## src/rtl/audio_stream_ctrl.sv

```systemverilog
// audio_stream_ctrl: flash word fetcher and lane serializer for the audio path.
// Each fetched word is split into LANES samples that are played one per tick,
// in forward or reverse order, under keyboard play/stop/direction/restart control.
// Optional build macro: AUDIO_STREAM_LOOP_EN (continue playing after a track wrap
// instead of pausing).
module audio_stream_ctrl #(
   parameter int unsigned       DATA_W      = 32,
   parameter int unsigned       LANE_W      = 16,
   parameter int unsigned       OUT_W       = 8,
   parameter int unsigned       ADDR_W      = 23,
   parameter logic [ADDR_W-1:0] ADDR_START  = '0,
   parameter logic [ADDR_W-1:0] ADDR_END    = ADDR_W'(23'h7FFFF),
   parameter logic [7:0]        KEY_PLAY    = 8'h24,
   parameter logic [7:0]        KEY_STOP    = 8'h23,
   parameter logic [7:0]        KEY_FWD     = 8'h2B,
   parameter logic [7:0]        KEY_BACK    = 8'h32,
   parameter logic [7:0]        KEY_RESTART = 8'h2D
) (
   input  logic              clk,
   input  logic              rst,
   input  logic [7:0]        kbd_data,
   input  logic              kbd_ready,
   input  logic              tick,
   output logic              read_start,
   output logic [ADDR_W-1:0] read_addr,
   input  logic              read_valid,
   input  logic [DATA_W-1:0] read_data,
   output logic [OUT_W-1:0]  audio_out,
   output logic              sample_valid,
   output logic              playing,
   output logic              back_mode,
   output logic              underrun,
   output logic              end_of_track
);

   localparam int unsigned LANES   = DATA_W / LANE_W;
   localparam int unsigned LANE_IW = (LANES > 1) ? $clog2(LANES) : 1;
   localparam logic [LANE_IW-1:0] LANE_LAST = LANE_IW'(LANES - 1);

   typedef enum logic [1:0] {
      S_PAUSE,
      S_FETCH,
      S_WAIT_DATA,
      S_WAIT_TICK
   } state_t;

   state_t state_q, state_nxt;

   logic [ADDR_W-1:0] addr_q, addr_nxt;
   logic [LANE_IW-1:0] lane_q, lane_nxt;
   logic [DATA_W-1:0] word_q, word_nxt;
   logic              dir_q, dir_nxt;          // lane order of the word in progress
   logic              back_q, back_nxt;        // direction selected by the keys
   logic              resume_q, resume_nxt;    // next latch keeps lane and order
   logic              stop_pend_q, stop_pend_nxt;
   logic              rstrt_pend_q, rstrt_pend_nxt;
   logic [OUT_W-1:0]  audio_q, audio_nxt;
   logic              sv_q, sv_nxt;
   logic              rs_q, rs_nxt;
   logic              ur_q, ur_nxt;
   logic              eot_q, eot_nxt;
   logic              play_q, play_nxt;

   logic              key_play_c, key_stop_c, key_fwd_c, key_back_c, key_restart_c;
   logic [OUT_W-1:0]  sample_c;
   logic [ADDR_W-1:0] restart_addr_c, step_addr_c;
   logic              wrap_c, last_lane_c, stop_now_c, rstrt_now_c;
   logic              unused_word_c;

   assign read_start   = rs_q;
   assign read_addr    = addr_q;
   assign audio_out    = audio_q;
   assign sample_valid = sv_q;
   assign playing      = play_q;
   assign back_mode    = back_q;
   assign underrun     = ur_q;
   assign end_of_track = eot_q;

   // Only the top OUT_W bits of each lane reach the output.
   assign unused_word_c = ^word_q;

   // Key decode, sample select and address stepping.
   always_comb begin
      key_play_c    = kbd_ready && (kbd_data == KEY_PLAY);
      key_stop_c    = kbd_ready && (kbd_data == KEY_STOP);
      key_fwd_c     = kbd_ready && (kbd_data == KEY_FWD);
      key_back_c    = kbd_ready && (kbd_data == KEY_BACK);
      key_restart_c = kbd_ready && (kbd_data == KEY_RESTART);

      sample_c = OUT_W'(word_q >> (int'(lane_q) * int'(LANE_W) + int'(LANE_W - OUT_W)));

      restart_addr_c = back_q ? ADDR_END : ADDR_START;
      if (back_q) begin
         wrap_c      = (addr_q == ADDR_START);
         step_addr_c = wrap_c ? ADDR_END : addr_q - ADDR_W'(1);
      end else begin
         wrap_c      = (addr_q == ADDR_END);
         step_addr_c = wrap_c ? ADDR_START : addr_q + ADDR_W'(1);
      end
      last_lane_c = dir_q ? (lane_q == '0) : (lane_q == LANE_LAST);

      stop_now_c  = stop_pend_q || key_stop_c;
      rstrt_now_c = rstrt_pend_q || (key_restart_c && !key_stop_c);
   end

   // Next-state and datapath update.
   always_comb begin
      state_nxt      = state_q;
      addr_nxt       = addr_q;
      lane_nxt       = lane_q;
      word_nxt       = word_q;
      dir_nxt        = dir_q;
      resume_nxt     = resume_q;
      stop_pend_nxt  = stop_pend_q;
      rstrt_pend_nxt = rstrt_pend_q;
      audio_nxt      = audio_q;
      sv_nxt         = 1'b0;
      rs_nxt         = 1'b0;
      ur_nxt         = 1'b0;
      eot_nxt        = 1'b0;
      back_nxt       = back_q;

      if (key_fwd_c) begin
         back_nxt = 1'b0;
      end else if (key_back_c) begin
         back_nxt = 1'b1;
      end

      case (state_q)
         S_PAUSE: begin
            if (key_stop_c) begin
               state_nxt = S_PAUSE;
            end else if (key_restart_c) begin
               addr_nxt   = restart_addr_c;
               lane_nxt   = '0;
               resume_nxt = 1'b0;
            end else if (key_play_c) begin
               state_nxt = S_FETCH;
            end
         end

         S_FETCH: begin
            ur_nxt = tick;
            if (key_stop_c) begin
               state_nxt = S_PAUSE;
            end else if (key_restart_c) begin
               addr_nxt   = restart_addr_c;
               lane_nxt   = '0;
               resume_nxt = 1'b0;
            end else begin
               rs_nxt    = 1'b1;
               state_nxt = S_WAIT_DATA;
            end
         end

         S_WAIT_DATA: begin
            ur_nxt = tick;
            if (read_valid) begin
               stop_pend_nxt  = 1'b0;
               rstrt_pend_nxt = 1'b0;
               if (rstrt_now_c) begin
                  // Outstanding read completes; its data is discarded.
                  addr_nxt   = restart_addr_c;
                  lane_nxt   = '0;
                  resume_nxt = 1'b0;
                  state_nxt  = stop_now_c ? S_PAUSE : S_FETCH;
               end else begin
                  word_nxt = read_data;
                  if (!resume_q) begin
                     lane_nxt = back_q ? LANE_LAST : '0;
                     dir_nxt  = back_q;
                  end
                  resume_nxt = stop_now_c;
                  state_nxt  = stop_now_c ? S_PAUSE : S_WAIT_TICK;
               end
            end else begin
               stop_pend_nxt  = stop_now_c;
               rstrt_pend_nxt = rstrt_now_c;
            end
         end

         S_WAIT_TICK: begin
            if (key_stop_c) begin
               resume_nxt = 1'b1;
               state_nxt  = S_PAUSE;
            end else if (key_restart_c) begin
               addr_nxt   = restart_addr_c;
               lane_nxt   = '0;
               resume_nxt = 1'b0;
               state_nxt  = S_FETCH;
            end else if (tick) begin
               audio_nxt = sample_c;
               sv_nxt    = 1'b1;
               if (!last_lane_c) begin
                  lane_nxt = dir_q ? lane_q - LANE_IW'(1) : lane_q + LANE_IW'(1);
               end else begin
                  addr_nxt  = step_addr_c;
                  eot_nxt   = wrap_c;
                  state_nxt = S_FETCH;
`ifdef AUDIO_STREAM_LOOP_EN
`else
                  if (wrap_c) begin
                     lane_nxt  = '0;
                     state_nxt = S_PAUSE;
                  end
`endif
               end
            end
         end

         default: state_nxt = S_PAUSE;
      endcase

      play_nxt = (state_nxt != S_PAUSE);
   end

   // State register.
   always_ff @(posedge clk or posedge rst) begin
      if (rst) begin
         state_q <= S_PAUSE;
      end else begin
         state_q <= state_nxt;
      end
   end

   // Datapath and output registers.
   always_ff @(posedge clk or posedge rst) begin
      if (rst) begin
         addr_q       <= ADDR_START;
         lane_q       <= '0;
         word_q       <= '0;
         dir_q        <= 1'b0;
         back_q       <= 1'b0;
         resume_q     <= 1'b0;
         stop_pend_q  <= 1'b0;
         rstrt_pend_q <= 1'b0;
         audio_q      <= '0;
         sv_q         <= 1'b0;
         rs_q         <= 1'b0;
         ur_q         <= 1'b0;
         eot_q        <= 1'b0;
         play_q       <= 1'b0;
      end else begin
         addr_q       <= addr_nxt;
         lane_q       <= lane_nxt;
         word_q       <= word_nxt;
         dir_q        <= dir_nxt;
         back_q       <= back_nxt;
         resume_q     <= resume_nxt;
         stop_pend_q  <= stop_pend_nxt;
         rstrt_pend_q <= rstrt_pend_nxt;
         audio_q      <= audio_nxt;
         sv_q         <= sv_nxt;
         rs_q         <= rs_nxt;
         ur_q         <= ur_nxt;
         eot_q        <= eot_nxt;
         play_q       <= play_nxt;
      end
   end

endmodule

```

## config.mk

```make
export PLATFORM = sky130hd
export DESIGN_NAME = audio_stream_ctrl
export DESIGN_NICKNAME = d
export VERILOG_FILES = /design/src/rtl/audio_stream_ctrl.sv
export SDC_FILE = /design/constraint.sdc
export NUM_CORES = 1
export LEC_CHECK = 0
export BUFFER_PORTS_ARGS = -buffer_cell sky130_fd_sc_hd__buf_2
export CORE_ASPECT_RATIO = 0.9
export CORE_MARGIN = 3
export CORE_UTILIZATION = 56
export CTS_CLUSTER_DIAMETER = 100
export CTS_CLUSTER_SIZE = 28
export DETAILED_ROUTE_END_ITERATION = 8
export PLACE_DENSITY_LB_ADDON = 0.08
export RECOVER_POWER = 100
export SKIP_CTS_REPAIR_TIMING = 1
export SLEW_MARGIN = 20
export SYNTH_ARGS = -nofsm -noshare
export SYNTH_HDL_FRONTEND = slang
export SYNTH_SLANG_ARGS = --single-unit
```

## constraint.sdc

```tcl
create_clock -name clk -period 3.69 [get_ports clk]
set_clock_uncertainty 0.15 [all_clocks]
set_input_delay 0 -clock clk [delete_from_list [all_inputs] [get_ports clk]]
set_output_delay 0 -clock clk [all_outputs]
set_load 0.03 [all_outputs]
```

**Word-level counts from Yosys, hierarchy flattened**

Index checks and enable logic that the tools add are counted.
Widths: inputs -> output; s select.

- Memory bits (writable): 0
- Word-level logic and storage cells: 131
- Register bits: 76
- Memories kept: 0
- Bits of input ports: 45
- ROM bits: 0
- Output and inout bits: 37
- Bits in latches: 0

- Bitwise operators: 5
- Div/mod/pow operators: 0
- Add/subtract/negate cells: 5
- $lt $le $gt $ge: 0
- Shift-type cells: 1
- Multipliers: 0
- Muxes and demuxes: 66
- Eq/ne operators: 18
- Reduce and logical (&&, ||, !) cells: 21

Operators with widths:

| operator | number |
|---|---|
| $mux 23 | 11 |
| $pmux 23 s3 | 1 |
| $eq 8x6->1 const B | 5 |
| $mux 1 | 38 |
| $shr 32x6->8 | 1 |
| $mux 2 | 12 |
| $add 23x1->23 const B | 1 |
| $eq 23x19->1 const B | 1 |
| $logic_not 23->1 | 1 |
| $sub 23x1->23 const B | 1 |
| $mux 19 | 1 |
| $reduce_and 7->1 | 2 |
| $ne 3x3->1 const B | 3 |
| $ne 2x2->1 const B | 4 |
| $pmux 2 s4 | 1 |
| $reduce_and 4->1 | 2 |
| $add 5x4->6 const B | 1 |
| $logic_and 1x1->1 | 6 |
| $pmux 1 s3 | 2 |
| $not 1->1 | 5 |
| $eq 2x2->1 const B | 2 |
| $ne 4x4->1 const B | 1 |
| $reduce_bool 2->1 | 2 |
| $reduce_or 2->1 | 2 |
| other kinds (9) | 10 |

**Logic depth before layout (Yosys ltp)**

Gate-level depths: netlist of run 1.

- Word-level depth: 9
- Depth in mapped cells: 10
- Mapped depth without buffers: 8

**Worst setup path before layout of run 1**

No wires, ideal clock.

- Path kind: register to register
- Start: register addr_q[0], in the netlist read_addr[0]
- End: register play_q, in the netlist playing
- Buffers on the path: 1
- Library setup time: 0.124 ns
- Data required time: 3.416 ns
- Period minus slack after synthesis: 2.749 ns
- Path slack: 0.941 ns
- Cell stages (with the launch flop): 10
- Data arrival time: 2.475 ns
- Cells stage by stage: dfrtp_1 -> inv_1 -> ha_1 -> nor3b_1 -> nand4b_1 -> buf_2 -> o32ai_2 -> a21oi_1 -> o41a_1 -> or2_1

- Cells in the longest elaborated chain, start to end: 9

RTL lines:

| element | line | RTL |
|---|---|---|
| from (decl) | 49 | `logic [ADDR_W-1:0] addr_q, addr_nxt;` |
| from (signal assigned) | 244 | `addr_q <= addr_nxt;` |
| $eq 23x19->1 / $logic_not 23->1 (equally long branches) | 97, 94 |  |
| $mux 1 (*) | 93 | `if (back_q) begin` |
| $mux 1 (*) | 202 | `if (wrap_c) begin` |
| $mux 2 (*) | 194 | `if (!last_lane_c) begin` |
| $mux 2 (*) | 191 | `end else if (tick) begin` |
| $mux 2 (*) | 186 | `end else if (key_restart_c) begin` |
| $mux 2 (*) | 183 | `if (key_stop_c) begin` |
| $pmux 2 s4 (*) | 129 | `case (state_q)` |
| named net state_nxt[0] | 47 | `state_t state_q, state_nxt;` |
| $reduce_bool 2->1 (*) | 214 | `play_nxt = (state_nxt != S_PAUSE);` |
| named net play_nxt | 62 | `logic play_q, play_nxt;` |
| to (signal assigned) | 257 | `play_q <= play_nxt;` |
| to (decl) | 62 |  |

Mark *: on every way through the listed nets, which the timed path passes. The rest lies on a longest branch.
A chain may end at the register's enable or synchronous reset.

**Final worst setup path of run 1**

- Start: register addr_q[5], in the netlist read_addr[5]
- End: register addr_q[12], in the netlist read_addr[12]

- Cells in the longest elaborated chain, start to end: 8

RTL lines:

| element | line | RTL |
|---|---|---|
| $add 23x1->23 (tied with other cells) | 98 | `step_addr_c = wrap_c ? ADDR_START : addr_q + ADDR_W'(1);` |
| $mux 23, on equally long branches | 98, 95 |  |
| $mux 23 (*) | 93 |  |
| $mux 23 (*) | 194 |  |
| $mux 23 (*) | 191 |  |
| $mux 23 (*) | 186 |  |
| $mux 23 (*) | 183 |  |
| $pmux 23 s3 (*) | 129 |  |

Mark *: on every way between the ends. The rest lies on a longest branch, timed or not. The select of a mux whose other input is x is not followed.

==> results of run 1 <==
## flip-flops by register name, indices dropped and copies added (netlist names)
signal,flops
audio_out,8
back_mode,1
dir_q,1
end_of_track,1
lane_q,1
playing,1
read_addr,23
read_start,1
resume_q,1
rstrt_pend_q,1
sample_valid,1
state_q,2
stop_pend_q,1
underrun,1
word_q,16
## worst min-delay path, cell delays in order
cell and delay [ns]:
buf_2 0.11, nor2_1 0.05, nand4_1 0.08, nand3_1 0.07, o32ai_1 0.13
## worst min-delay path by stage
| stage | cells after the start | from | slack (ns) | endpoint |
|---|---|---|---|---|
| 5_1_grt | 5 | kbd_data[0] | 0.06 | state_q[1] |
| 4_1_cts | 2 | rst | -0.47 | read_addr[9] |
| 6_report | 5 | kbd_data[0] | 0.001 | state_q[1] |
| 2_1_floorplan | 1 | kbd_data[3] | -0.04 | back_mode |
| 3_5_place_dp | 2 | rst | -0.09 | read_addr[13] |
| 3_3_place_gp | 2 | rst | -0.10 | read_addr[13] |
## per-stage QoR
stage | hold slack (ns) | power (mW) | area, um2 | cells | util
6_report | 0.00137 | 3.65 | 4680 | 625 | 0.692
5_1_grt | 0.0589 | 3.92 | 4680 | 625 | 0.692
4_1_cts | -0.467 | 3.68 | 4540 | 604 | 0.672
3_5_place_dp | -0.0920 | 3.13 | 4360 | 588 | 0.645
3_3_place_gp | -0.105 | 3.08 | 4360 | 588 | 0.645
2_1_floorplan | -0.0411 | 2.63 | 4000 | 459 | -
## cell usage after synthesis (all sizes together) (4+ instances only)
cell     n  area [um2]
mux2i   10         100
buf     14        76.3
xnor2    8        70.1
a31oi    9        56.3
nand4   12        75.1
inv     12        45.0
o21ai   45         225
o211ai   4        30.0
or3      5        31.3
clkbuf  24        91.3
nor4    13        87.6
nor2b    7        43.8
dfrtp   60        1500
o31ai    7        66.3
o31a     5        43.8
a21oi   29         145
nand3   19        95.1
nand2   24        90.1
mux2    16         180
or4      6        48.8
nor3    14        70.1
and2     6        37.5
nor2    38         143
ha       8         100
and3    11        68.8
## power by group
group / internal, mW / switching (mW)
logic: 0.693 / 1.18
registers: 0.927 / 0.318
clock network: 0.246 / 0.289
## kinds of logic (layout without fill, tap and decap cells)
| family | after synthesis | after routing | synth area share |
|---|---|---|---|
| mux | 26 | 26 | 0.0701 |
| compound gates | 131 | 131 | 0.215 |
| buf+inv | 50 | 126 | 0.0532 |
| flops | 60 | 60 | 0.375 |
| simple gates | 173 | 173 | 0.237 |
| fa+ha+maj | 8 | 8 | 0.0250 |
| xor+xnor | 11 | 11 | 0.0241 |
## layer usage
metal,vias up,share of wire,track usage
li1,1863,-,-
met5,-,0,0
met2,168,0.49,0.417
met4,0,0.012,0.0695
met3,16,0.068,0.0590
met1,1900,0.43,0.360
## area by class of cell
type	instances	area [um2]	share of cell area
clock buffer	9	124	0.0265
timing repair buffer	98	567	0.121
tap	90	113	0.0241
multi-input combinational	349	2270	0.486
sequential	60	1500	0.321
clock inverter	7	52.6	0.0112
inverter	12	45.0	0.00963
==> results.json, run 1 <==
{
  "gp_congestion": 0.968,
  "fp.dieW_um": 95.1,
  "vias_per_cell": 6.32,
  "setup_viol_count_final": 0,
  "worstPathMaxFanout": 12,
  "cp_cell_sequence": "nand3_1, or4_1, o21ai_0, clkbuf_1, o21ai_0, a22o_1",
  "endpoint_kind": "flip-flop",
  "cts-root-buf": "clkbuf_8",
  "fin_nets": 583,
  "ir_drop_mv": 0.369,
  "period_needed_ns": 2.97,
  "drt_iter0_markers": 242,
  "final_layout_size_suffix_gt1_frac": 0.140,
  "finalHoldViolCount": 0,
  "relSlewSlack": 0.353,
  "grt_use_total": 0.262,
  "r2r_cells": 6,
  "crit_type": "flip-flop to flip-flop",
  "rows": 28,
  "start_util": 0.592,
  "grt_pass1_wl_um": 17200,
  "cts.path.max_buffers": 2,
  "setup_slack_ns": 0.719,
  "grt_pass1_vias": 3516,
  "power.leakage_nw": 1.87,
  "firstDrtPassIters": 5,
  "startpoint": "read_addr[5]",
  "maxCapViolations": 0,
  "antenna_found_initial": 0,
  "port_buffers": 65,
  "syn2layout_area_growth_pct": 16.9,
  "crit_end": "read_addr[12]",
  "worst_pin_slew_ns": 0.970,
  "post-place-ws_ns": 0.943,
  "fmax_ghz": 0.337,
  "netlist_area_um2": 4000,
  "synth_seq_area_share": 0.375,
  "worst_ep_arrival_time_ns": 3.05,
  "avgSynthCellArea_um2": 8.71,
  "path_delay_family": "simple AND/OR/NAND/NOR gates",
  "vias": 3947,
  "cp_slowest_cell": "dfrtp_1",
  "synthDistinctLibCells": 65,
  "wl_per_cell_um": 17.2,
  "worstReg2RegEnd": "read_addr[12]",
  "layout_commonest_cell": "dfrtp_1",
  "routed_wl_um": 10700,
  "required_ns": 3.76,
  "drv_slew": 0,
  "cts_tree": "yes",
  "ys.warnings.count": 0,
  "die_area_um2": 8190,
  "layout_common_cells": "60 x dfrtp_1, 44 x o21ai_0, 41 x clkbuf_1",
  "numCtsBuffers": 9,
  "netlist_instances": 459,
  "clk_latency_ns": 0.35,
  "fp.dieH_um": 86.2,
  "ios": 82,
  "worstReg2RegStart": "read_addr[5]",
  "ys_ff_latch": 60,
  "core_area_um2": 6760,
  "nFillCells": 557,
  "cp_slowest_stage_delay_ns": 0.61,
  "path_buf_inv": 1,
  "clk_pin_slew_ns": 0.08,
  "rsz0062_at_grt": "false",
  "synth_nets": 512,
  "hpwl_um": 7120,
  "dominantRegCellSynth": "dfrtp_1",
  "path_depth": 6,
  "status": "finished, final reports clean",
  "post-route-period-util": 0.805,
  "overflow": 0,
  "hp-class": "input pin to flip-flop",
  "start_kind": "flip-flop",
  "async_reset_ff_frac": 1.00,
  "ant_nets": 0,
  "n_antenna_cell": 0,
  "setup_tns_ns": 0,
  "cpMostUsedCell": "o21ai_0",
  "synth_edf_count": 0,
  "power.density_nw_per_um2": 780,
  "drc": 0,
  "grt_max_degree": 40,
  "clkSinkCount": 60,
  "htreeDepth": 3,
  "reg2reg_slack_ns": 0.72
}
No activity file was read; power rests on OpenSTA's default activity.
==> run 2: changes to the inputs <==
--- a/config.mk
+++ b/config.mk
@@ -8,7 +8,7 @@
 export BUFFER_PORTS_ARGS = -buffer_cell sky130_fd_sc_hd__buf_2
 export CORE_ASPECT_RATIO = 0.9
 export CORE_MARGIN = 3
-export CORE_UTILIZATION = 56
+export CORE_UTILIZATION = 50
 export CTS_CLUSTER_DIAMETER = 100
 export CTS_CLUSTER_SIZE = 28
 export DETAILED_ROUTE_END_ITERATION = 8
==> constraint.sdc (replaced) <==
create_clock -name clk -period 2.6 [get_ports clk]
set_clock_uncertainty 0.15 [all_clocks]
set_input_delay 0 -clock clk [delete_from_list [all_inputs] [get_ports clk]]
set_output_delay 0 -clock clk [all_outputs]
set_load 0.03 [all_outputs]
==> results.json, run 2 (synthesized netlist as in run 1, its figures left out) <==
{
  "gp_congestion": 0.900,
  "post-route-period-util": 0.975,
  "routed_wl_um": 11400,
  "hpwl_um": 7940,
  "hp-class": "input pin to flip-flop",
  "clkSinkCount": 60,
  "syn2layout_area_growth_pct": 27.1,
  "fp.dieH_um": 90.9,
  "drc": 0,
  "htreeDepth": 3,
  "core_area_um2": 7660,
  "drt_iter0_markers": 259,
  "power.density_nw_per_um2": 1120,
  "cts-root-buf": "clkbuf_8",
  "wl_per_cell_um": 17.1,
  "start_util": 0.522,
  "ant_nets": 0,
  "fmax_ghz": 0.394,
  "worst_ep_arrival_time_ns": 2.61,
  "rsz0062_at_grt": "true",
  "grt_use_total": 0.247,
  "antenna_found_initial": 0,
  "power.leakage_nw": 2.10,
  "endpoint_kind": "flip-flop",
  "die_area_um2": 9110,
  "final_util": 0.664,
  "ios": 82,
  "drv_slew": 0,
  "worstPathMaxFanout": 5,
  "maxCapViolations": 0,
  "largest_register_ffs": 23,
  "start_kind": "flip-flop",
  "holdWs_ns": 0.0546,
  "grt_max_degree": 31,
  "setup_tns_ns": 0,
  "numCtsBuffers": 9,
  "cts.path.max_buffers": 2,
  "final_layout_size_suffix_gt1_frac": 0.236,
  "ir_drop_mv": 0.638,
  "period_needed_ns": 2.54,
  "fp.dieW_um": 100,
  "rows": 30,
  "place_area_um2": 4660,
  "layout_common_cells": "52 x dfrtp_1, 43 x o21ai_0, 40 x buf_4",
  "clk_pin_slew_ns": 0.08,
  "relSlewSlack": 0.324,
  "port_buffers": 65,
  "cts_tree": "yes",
  "crit_type": "flip-flop to flip-flop",
  "vias_per_cell": 6.13,
  "vias": 4061,
  "status": "finished, final reports clean",
  "reg2reg_slack_ns": 0.06,
  "n_antenna_cell": 0,
  "design_area_um2": 5080,
  "required_ns": 2.68,
  "firstDrtPassIters": 5,
  "grt_pass1_vias": 3735,
  "worst_pin_slew_ns": 1.01,
  "fin_nets": 615,
  "overflow": 0,
  "finalHoldViolCount": 0,
  "setup_viol_count_final": 0,
  "layout_commonest_cell": "dfrtp_1",
  "clk_latency_ns": 0.34,
  "grt_pass1_wl_um": 18300
}
[run 2: cell type report]
class / count / area [um2]
inverters: 12 / 45.0
fillers: 659 / 2570
flip-flops and latches: 60 / 1510
clock buffers: 9 / 124
clock inverters: 7 / 75.1
well taps: 96 / 120
multi-input cells: 349 / 2340
repair buffers: 130 / 862
[run 2: power by group]
part / total, mW / internal [mW] / switching, mW
clock: 0.863 / 0.447 / 0.415
combinational: 3.24 / 1.28 / 1.96
sequential: 1.60 / 1.33 / 0.277
total: 5.71 / 3.05 / 2.65
[run 2: worst max-delay path: stages (launching register included)]
cell	delay [ns]
dfrtp_2	0.40
or4_4	0.55
or3_4	0.40
o32ai_4	0.31
a21oi_2	0.08
o41a_1	0.33
or2_1	0.21
[run 2: path summary, 6_finish.rpt]
path | cells past startpoint | startpoint | to
max | 6 | read_addr[15] | playing
min | 5 | kbd_data[0] | state_q[1]
max reg2reg | 6 | read_addr[15] | playing
min reg2reg | 1 | word_q[8] | word_q[8]
max in group asynchronous | 4 | rst | read_addr[21]
min in group asynchronous | 3 | rst | read_addr[12]
[run 2: stage by stage]
step | cells | total power, mW | worst slack, ns
final | 663 | 5.71 | 0.0637
after global routing | 663 | 6.11 | -0.0116
after CTS | 642 | 5.70 | -0.0519
after detailed placement | 626 | 4.81 | -0.0466
after global placement | 626 | 4.74 | -0.0181
after floorplan | 459 | 3.75 | -0.0157
[run 2: per-layer routing]
metal / part of all wire / vias up / track usage
met4: 0.017 / 0 / 0.0842
li1: - / 1932 / -
met1: 0.46 / 1965 / 0.347
met2: 0.47 / 144 / 0.391
met3: 0.055 / 20 / 0.0324
met5: 0 / - / 0
